--- config.mk ---
export PLATFORM = sky130hd
export DESIGN_NAME = seg7_scan_display
export DESIGN_NICKNAME = d
export VERILOG_FILES = /design/src/rtl/seg7_scan_display.sv
export SDC_FILE = /design/constraint.sdc
export NUM_CORES = 1
export LEC_CHECK = 0
export CELL_PAD_IN_SITES_DETAIL_PLACEMENT = 1
export CELL_PAD_IN_SITES_GLOBAL_PLACEMENT = 1
export CORE_ASPECT_RATIO = 0.75
export CORE_MARGIN = 2
export CORE_UTILIZATION = 44
export DETAILED_ROUTE_END_ITERATION = 10
export GPL_TIMING_DRIVEN = 0
export PLACE_DENSITY_LB_ADDON = 0.15
export SYNTH_ARGS = -nofsm -noshare
export SYNTH_HDL_FRONTEND = slang
export SYNTH_SLANG_ARGS = --single-unit
--- constraint.sdc ---
create_clock -name clk -period 3.85 [get_ports clk]
set_input_delay 0.385 -clock clk [delete_from_list [all_inputs] [get_ports clk]]
set_output_delay 0.385 -clock clk [all_outputs]
set_load 0.01 [all_outputs]
--- src/rtl/seg7_scan_display.sv ---
// seg7_scan_display: accepts a binary value over valid/ready, converts it to BCD
// one bit per clock (shift-and-add-3), and drives a single time-multiplexed
// 7-segment bus with one-hot digit select, leading-zero blanking and an
// overflow indication (all digits show a dash).
module seg7_scan_display #(
  parameter int DATA_W   = 8,
  parameter int DIGITS   = 3,
  parameter int SCAN_DIV = 1000,
  parameter int BLANK_LZ = 1
) (
  input  logic                  clk,
  input  logic                  rst,
  input  logic [DATA_W-1:0]     bin_in,
  input  logic                  bin_valid,
  output logic                  bin_ready,
  output logic [4*DIGITS-1:0]   bcd_out,
  output logic                  bcd_valid,
  output logic                  overflow,
  output logic [6:0]            seg,
  output logic [DIGITS-1:0]     dig_sel
);

  // Accumulator holds every decimal digit DATA_W bits can produce, and at
  // least DIGITS digits so the committed slice always exists.
  localparam int NB_CALC = (DATA_W * 302 + 999) / 1000 + 1;
  localparam int NB      = (NB_CALC > DIGITS) ? NB_CALC : DIGITS;
  localparam int CNT_W   = $clog2(DATA_W + 1);
  localparam int PRE_W   = (SCAN_DIV > 1) ? $clog2(SCAN_DIV) : 1;
  localparam int IDX_W   = (DIGITS > 1) ? $clog2(DIGITS) : 1;

  // Largest value representable in DIGITS decimal digits (10^DIGITS - 1).
  function automatic longint unsigned max_decimal(input int n);
    longint unsigned p;
    p = 64'd1;
    for (int k = 0; k < n; k++) begin
      p = p * 64'd10;
    end
    return p - 64'd1;
  endfunction

  localparam longint unsigned MAX_VAL = max_decimal(DIGITS);

  // Segment pattern for one BCD digit; seg[0]=a .. seg[6]=g.
  function automatic logic [6:0] seg_decode(input logic [3:0] d);
    logic [6:0] s;
    case (d)
      4'd0:    s = 7'h3F;
      4'd1:    s = 7'h06;
      4'd2:    s = 7'h5B;
      4'd3:    s = 7'h4F;
      4'd4:    s = 7'h66;
      4'd5:    s = 7'h6D;
      4'd6:    s = 7'h7D;
      4'd7:    s = 7'h07;
      4'd8:    s = 7'h7F;
      4'd9:    s = 7'h6F;
      default: s = 7'h00;
    endcase
    return s;
  endfunction

  typedef enum logic [1:0] {
    ST_IDLE   = 2'd0,
    ST_SHIFT  = 2'd1,
    ST_COMMIT = 2'd2
  } state_t;

  state_t                r_state;
  state_t                w_state_nxt;
  logic [DATA_W-1:0]     r_bin;
  logic [4*NB-1:0]       r_bcd;
  logic [4*NB-1:0]       w_adj;
  logic [CNT_W-1:0]      r_cnt;
  logic                  r_ovf_pend;
  logic                  w_ovf;
  logic                  w_accept;
  logic                  r_bin_ready;
  logic [4*DIGITS-1:0]   r_bcd_out;
  logic                  r_bcd_valid;
  logic                  r_overflow;
  logic [PRE_W-1:0]      r_pre;
  logic [IDX_W-1:0]      r_idx;
  logic [6:0]            r_seg;
  logic [DIGITS-1:0]     r_dig_sel;
  logic [3:0]            w_digit;
  logic                  w_blank;
  logic                  w_zero_run;
  logic [6:0]            w_seg_nxt;
  logic [DIGITS-1:0]     w_sel_nxt;

  assign w_accept  = (r_state == ST_IDLE) && bin_valid && r_bin_ready;
  assign w_ovf     = (64'(bin_in) > MAX_VAL);
  assign bin_ready = r_bin_ready;
  assign bcd_out   = r_bcd_out;
  assign bcd_valid = r_bcd_valid;
  assign overflow  = r_overflow;
  assign seg       = r_seg;
  assign dig_sel   = r_dig_sel;

  // FSM state register.
  always_ff @(posedge clk) begin
    if (rst) begin
      r_state <= ST_IDLE;
    end else begin
      r_state <= w_state_nxt;
    end
  end

  // FSM next-state: IDLE -> SHIFT on accept, SHIFT for DATA_W cycles, one COMMIT cycle.
  always_comb begin
    w_state_nxt = r_state;
    case (r_state)
      ST_IDLE: begin
        if (w_accept) begin
          w_state_nxt = ST_SHIFT;
        end else begin
          w_state_nxt = ST_IDLE;
        end
      end
      ST_SHIFT: begin
        if (r_cnt == CNT_W'(1)) begin
          w_state_nxt = ST_COMMIT;
        end else begin
          w_state_nxt = ST_SHIFT;
        end
      end
      ST_COMMIT: w_state_nxt = ST_IDLE;
      default:   w_state_nxt = ST_IDLE;
    endcase
  end

  // Add-3 correction on every accumulator nibble that is 5 or more.
  always_comb begin
    w_adj = r_bcd;
    for (int k = 0; k < NB; k++) begin
      if (r_bcd[4*k +: 4] >= 4'd5) begin
        w_adj[4*k +: 4] = r_bcd[4*k +: 4] + 4'd3;
      end else begin
        w_adj[4*k +: 4] = r_bcd[4*k +: 4];
      end
    end
  end

  // Conversion datapath: capture on accept, then shift one binary bit into the BCD accumulator per cycle.
  always_ff @(posedge clk) begin
    if (rst) begin
      r_bin      <= '0;
      r_bcd      <= '0;
      r_cnt      <= '0;
      r_ovf_pend <= 1'b0;
    end else begin
      case (r_state)
        ST_IDLE: begin
          if (w_accept) begin
            r_bin      <= bin_in;
            r_bcd      <= '0;
            r_cnt      <= CNT_W'(DATA_W);
            r_ovf_pend <= w_ovf;
          end
        end
        ST_SHIFT: begin
          {r_bcd, r_bin} <= {w_adj, r_bin} << 1;
          r_cnt          <= r_cnt - CNT_W'(1);
        end
        default: begin
          r_cnt <= r_cnt;
        end
      endcase
    end
  end

  // Committed display registers only change when a conversion completes.
  always_ff @(posedge clk) begin
    if (rst) begin
      r_bin_ready <= 1'b1;
      r_bcd_out   <= '0;
      r_bcd_valid <= 1'b0;
      r_overflow  <= 1'b0;
    end else begin
      r_bin_ready <= (w_state_nxt == ST_IDLE);
      r_bcd_valid <= (r_state == ST_COMMIT);
      if (r_state == ST_COMMIT) begin
        r_bcd_out  <= r_bcd[4*DIGITS-1:0];
        r_overflow <= r_ovf_pend;
      end
    end
  end

  // Scan prescaler and digit index: advance the index once per SCAN_DIV cycles.
  always_ff @(posedge clk) begin
    if (rst) begin
      r_pre <= '0;
      r_idx <= '0;
    end else if (r_pre == PRE_W'(SCAN_DIV - 1)) begin
      r_pre <= '0;
      if (r_idx == IDX_W'(DIGITS - 1)) begin
        r_idx <= '0;
      end else begin
        r_idx <= r_idx + IDX_W'(1);
      end
    end else begin
      r_pre <= r_pre + PRE_W'(1);
    end
  end

  // Select the scanned digit, work out leading-zero blanking and the segment pattern.
  always_comb begin
    w_digit    = 4'd0;
    w_blank    = 1'b0;
    w_zero_run = 1'b1;
    w_sel_nxt  = '0;
    for (int k = DIGITS - 1; k >= 0; k--) begin
      w_zero_run = w_zero_run && (r_bcd_out[4*k +: 4] == 4'd0);
      if (r_idx == IDX_W'(k)) begin
        w_digit      = r_bcd_out[4*k +: 4];
        w_blank      = (k != 0) && w_zero_run;
        w_sel_nxt[k] = 1'b1;
      end
    end
    if (r_overflow) begin
      w_seg_nxt = 7'h40;
    end else if ((BLANK_LZ != 0) && w_blank) begin
      w_seg_nxt = 7'h00;
    end else begin
      w_seg_nxt = seg_decode(w_digit);
    end
  end

  // Register the segment bus and digit select so the display pins are glitch-free.
  always_ff @(posedge clk) begin
    if (rst) begin
      r_seg     <= 7'h00;
      r_dig_sel <= '0;
    end else begin
      r_seg     <= w_seg_nxt;
      r_dig_sel <= w_sel_nxt;
    end
  end

endmodule

# Word level (Yosys, flattened, before mapping)
# Memories as Yosys holds them, arrays and structs flattened. A register that Yosys moved wholly into a read port is not among the register bits.
# Index checks and enable logic that the tools add are counted.
dict set report word_totals {
  regBits 59
  mem_bits_ro 112
  input_bits 11
  output_inout_bits 25
  mem_count 1
}
# name words width read_ports rd_ports_with_merged_regs wr line
set mem_list {}
lappend mem_list {{(no name shown)} 16 7 1 1 0 46} ;# case (d)
dict set report op_classes {
  addsub 7
  magnitude_cmp 4
  n_eq_ne 7
  n_mux 23
  n_reduce_logical 12
}
# cell n
set op_table {}
lappend op_table {{16-bit case mux with 2 select lines} 1}
lappend op_table {{4-bit 2-to-1 mux} 7}
lappend op_table {{4-bit by 3-bit >= comparator with 1-bit output (second input constant)} 4}
lappend op_table {{16-bit 2-to-1 mux} 1}
lappend op_table {{8-bit case mux with 2 select lines} 1}
lappend op_table {{4-bit by 2-bit adder with 4-bit output (second input constant)} 3}
lappend op_table {{10-bit by 1-bit adder with 10-bit output (second input constant)} 1}
lappend op_table {{10-bit == test (second input constant)} 1}
lappend op_table {{4-bit zero test} 2}
lappend op_table {{8-bit 2-to-1 mux} 1}
lappend op_table {{4-bit case mux with 2 select lines} 1}
lappend op_table {{1-bit 2-to-1 mux} 7}
lappend op_table {{2-bit zero test} 3}
lappend op_table {{2-bit by 1-bit == test with 1-bit output (second input constant)} 2}
lappend op_table {{2-bit == test (second input constant)} 2}
lappend op_table {{4-bit by 1-bit == test with 1-bit output (second input constant)} 1}
lappend op_table {{2-bit 2-to-1 mux} 2}
lappend op_table {{2-bit case mux with 2 select lines} 1}
lappend op_table {{2-bit OR reduction} 2}
lappend op_table {{4-bit by 1-bit subtractor with 4-bit output (second input constant)} 1}
lappend op_table {{3-bit by 2-bit adder with 3-bit output (second input constant)} 1}
lappend op_table {{1-bit logical AND} 3}
lappend op_table {{3-bit 2-to-1 mux} 1}
lappend op_table {{2-bit by 1-bit adder with 2-bit output (second input constant)} 1}
lappend op_table {{3 further kinds} 3}

# Logic depth before layout (Yosys ltp)
dict set report logic_depth {
  ltp_word 6
  mapped_depth 9
}

# Worst setup path after synthesis
# No wires, ideal clock.
dict set report synth_path {
  path_type {flip-flop to flip-flop}
  start {register r_idx[0]}
  end {register r_seg[4], in the netlist seg[4]}
  setup_ns 0.124
  t_arrival_ns 1.433
  t_required_ns 3.726
  slack_ns 2.293
  stages_incl_launch_ff 10
  cell_sequence {dfxtp_1 -> buf_6 -> nor2b_2 -> o2bb2ai_1 -> inv_1 -> ha_1 -> inv_1 -> mux2i_1 -> nand2_1 -> a21oi_2}
}
dict set report synth_between {
  elab_chain_len 5
}
# item line
set synth_lines {}
lappend synth_lines {{start, declared} 82} ;# logic [IDX_W-1:0] r_idx;
lappend synth_lines {{start signal, assigned} 199} ;# r_idx <= r_idx + IDX_W'(1);
lappend synth_lines {{2-bit == test} 214} ;# if (r_idx == IDX_W'(k)) begin
lappend synth_lines {{1-bit 2-to-1 mux (3 in a row)} 214}
lappend synth_lines {{2-bit OR reduction (no source line)} n/a}
lappend synth_lines {{end signal, assigned} 235} ;# r_seg <= w_seg_nxt;
lappend synth_lines {{end, declared} 83} ;# logic [6:0] r_seg;
# Several ways; a longest one is shown, not always the timed one.
# A chain may end at the register's enable or synchronous reset.

# Worst setup path after layout
# Same ends and word-level chain as after synthesis.

==> results.yml <==
run_status:
  status: "completed"
critical_path:
  arrival_ns: 2.05
  r2r_slack_ns: 2.02
  criticalPathCategory: "flop to flop"
  start_kind: "flop"
  r2r_cells: 9
  endpoint_kind: "flop"
  required_ns: 4.07
  cp_max_fo: 10
route:
  viasPerCell: 5.19
  route.met3.wl_um: 245
  wl_met1_um: 3400
  drtPass1Iterations: 5
  dr.first_iter.drc_count: 85
  top_layer: "met4"
  wl_met2_um: 3160
  postRouteAntennaNets: 0
  totalWireLength_um: 6850
  route.detailed.drc: 0
  routedWlPerCell_um: 14.9
  vias: 2388
timing:
  worst_pin_slew_ns: 0.538
  rsz0062_at_grt: "no"
  whs_ns: 0.446
  finClkSkew_ns: 0.00417
  setup_ws_ns: 2.02
  clock.fmax_mhz: 546
  finalCritPeriodShare_pct: 47.6
  slew_violations: 0
  layout_min_cycle_time_ns: 1.83
  setup_viol: 0
  fin_tns_setup_ns: 0
  finalHoldViolCount: 0
  relSlewSlack_pct: 64.2
logic_synthesis:
  synthTopCellsByArea: "dfxtp_1 (44%), a21oi_1 (7.0%), ha_1 (6.7%)"
  synth-edff-count: 0
  syn-cell-area_mm2: 0.00279
  synth.avg_cell_area_um2: 8.48
  syn-num-nets: 355
  synth_top_area_share_pct: 44.5
  yosys_warnings: 0
  ys_types: 38
  synth_seq_cells: 62
  ys_seq_area_share_pct: 44.5
  synth_commonest_cells: "dfxtp_1 (62), nand2_1 (48), a21oi_1 (39)"
  synth-async-reset-ratio_pct: 0
  synth_area_leader_cell: "dfxtp_1"
  synth_most_common_cell: "dfxtp_1"
  synth_top_flop_cell: "dfxtp_1"
  syn_inst: 329
placement:
  dpl-instance-area_mm2: 0.00323
  dp_hpwl_um: 5000
  dp_slack_ns: 1.82
  io_buffers: 34
  gp_congestion: 0.798
pwr:
  p_sw_mw: 0.341
  comb_power_share_pct: 9.7
  seqPwrFrac_pct: 50.2
  report.power.total_mw: 1.35
  max-vdd-ir-drop_mv: 0.235
  p_sw_share_pct: 25.2
  p_int_mw: 1.01
  powerDensity_mw_per_mm2: 397
  pwr-share-clk_pct: 40.1
  power.leakage_nw: 1.26
min_path:
  min_delay_path_depth: 1
  worstHoldPathType: "flop to flop"
clock_tree:
  clk_latency_ns: 0.34
  clk_pin_slew_worst_paths_ns: 0.07
  cts_setup_buffers: 0
  cts_root_buf: "clkbuf_8"
  cts_max_level: 3
  numCtsBuffers: 9
  clockBufferDepth: 2
  cts_tree: "yes"
  cts_resized: 0
  cts_hold_buffers: 0
  clock_sinks: 62
final_layout:
  nets: 400
  final_layout_size_suffix_gt1_share_pct: 8.18
  insertedDiodeCount: 0
  fillerInstances: 752
  syn_to_final_growth_pct: 22.3
  final_area_mm2: 0.00341
grt:
  grt_pass1_wl_um: 11400
  gr-usage-all-layers_pct: 21.2
  antenna_found_initial: 0
  grt.overflow.total: 0
  grt_start_max_net_pins: 11
  first_global_vias: 2284
floorplan:
  dieArea_mm2: 0.00700
  core-area_mm2: 0.00622
  start_util_pct: 44.8
  std_cell_rows: 25
  pin_count: 36
  die-height_um: 73.0
  die_w_um: 96.0
run:
  maxCapViolCount: 0
==> final timing paths <==
check | from | endpoint
setup / recovery | r_idx[0] | seg[4]
hold / removal | r_pre[0] | r_pre[0]
setup reg to reg | r_idx[0] | seg[4]
hold reg to reg | r_pre[0] | r_pre[0]
==> critical path: stages (launching register included) <==
cell and delay, ns:
dfxtp_1 0.31, buf_6 0.14, nor2b_2 0.29, o2bb2ai_1 0.26, inv_1 0.16, ha_1 0.24
inv_1 0.06, mux2i_1 0.07, nand2_1 0.11, a21oi_2 0.05
==> cell usage in the layout, fill, tap and decap left out, types with 2 or more instances in the layout <==
cell type,synthesis,final
o21ai_0,9,9
clkbuf_8,0,9
nand3_1,15,15
buf_2,6,6
and3_1,2,2
nand4_1,2,2
buf_1,3,3
nand3b_1,2,2
clkinv_2,0,4
nor2_1,32,32
o2bb2ai_2,2,2
xnor2_1,10,10
or2_2,2,2
nor3_1,9,9
a21oi_1,39,39
nand2b_1,5,5
dfxtp_1,62,62
and2_1,4,4
clkbuf_1,7,9
o22a_1,3,3
ha_1,15,15
xor2_1,6,6
inv_1,11,11
mux2i_1,6,6
a22oi_1,7,7
nand2_1,48,48
buf_6,2,2
nor4_1,3,3
a31oi_1,4,4
nor2b_1,3,3
clkdlybuf4s50_1,0,34
==> sequential cells by signal, summed over array words and instances (netlist names) <==
register,count
bcd_out,12
bin_ready,1
r_cnt,4
seg,7
r_pre,10
bcd_valid,1
dig_sel,3
r_state,2
r_bin,8
r_idx,2
r_bcd,12
==> power by group through the flow <==
| stage | combinational [mW] | sequential [mW] | clock [mW] |
|---|---|---|---|
| 5_1_grt | 0.146 | 0.683 | 0.590 |
| 6_report | 0.131 | 0.680 | 0.543 |
| 3_3_place_gp | 0.127 | 0.693 | 0 |
| 2_1_floorplan | 0.0795 | 0.693 | 0 |
| 4_1_cts | 0.132 | 0.680 | 0.564 |
| 3_5_place_dp | 0.132 | 0.695 | 0 |
==> per-layer routing <==
| layer | GRT usage [%] | up-vias |
|---|---|---|
| met4 | 3.97 | 0 |
| met1 | 29.0 | 1148 |
| li1 | - | 1196 |
| met2 | 33.2 | 39 |
| met5 | 0 | - |
| met3 | 6.92 | 5 |
==> logic make-up (layout without fill, tap and decap cells) <==
family | after synthesis | after routing | share of synthesized area, %
AOI/OAI and AO/OA | 70 | 70 | 15.6
xor gates and xnor gates | 16 | 16 | 5.02
adders and majority gates | 15 | 15 | 6.73
buffers and inverters | 30 | 80 | 4.98
DFF | 62 | 62 | 44.5
muxes | 6 | 6 | 2.15
other | 1 | 1 | 0.134
and+or+nand+nor | 129 | 129 | 20.9
==> layout make-up <==
class / count / area [µm²] / area share, %
Multi-Input combinational cell: 237 / 1410 / 41.3
Sequential cell: 62 / 1240 / 36.4
Timing Repair Buffer: 34 / 340 / 9.97
Clock buffer: 11 / 131 / 3.85
Tap cell: 81 / 101 / 2.97
Buffer: 19 / 97.6 / 2.86
Clock inverter: 5 / 50.0 / 1.47
Inverter: 11 / 41.3 / 1.21
==> per-stage QoR <==
step                util (%)  cells
CTS                     54.8    460
detailed placement      51.9    444
global route            54.8    460
finish                  54.8    460
floorplan                  -    329
global placement        51.9    444
No activity file was read; power rests on OpenSTA's default activity.
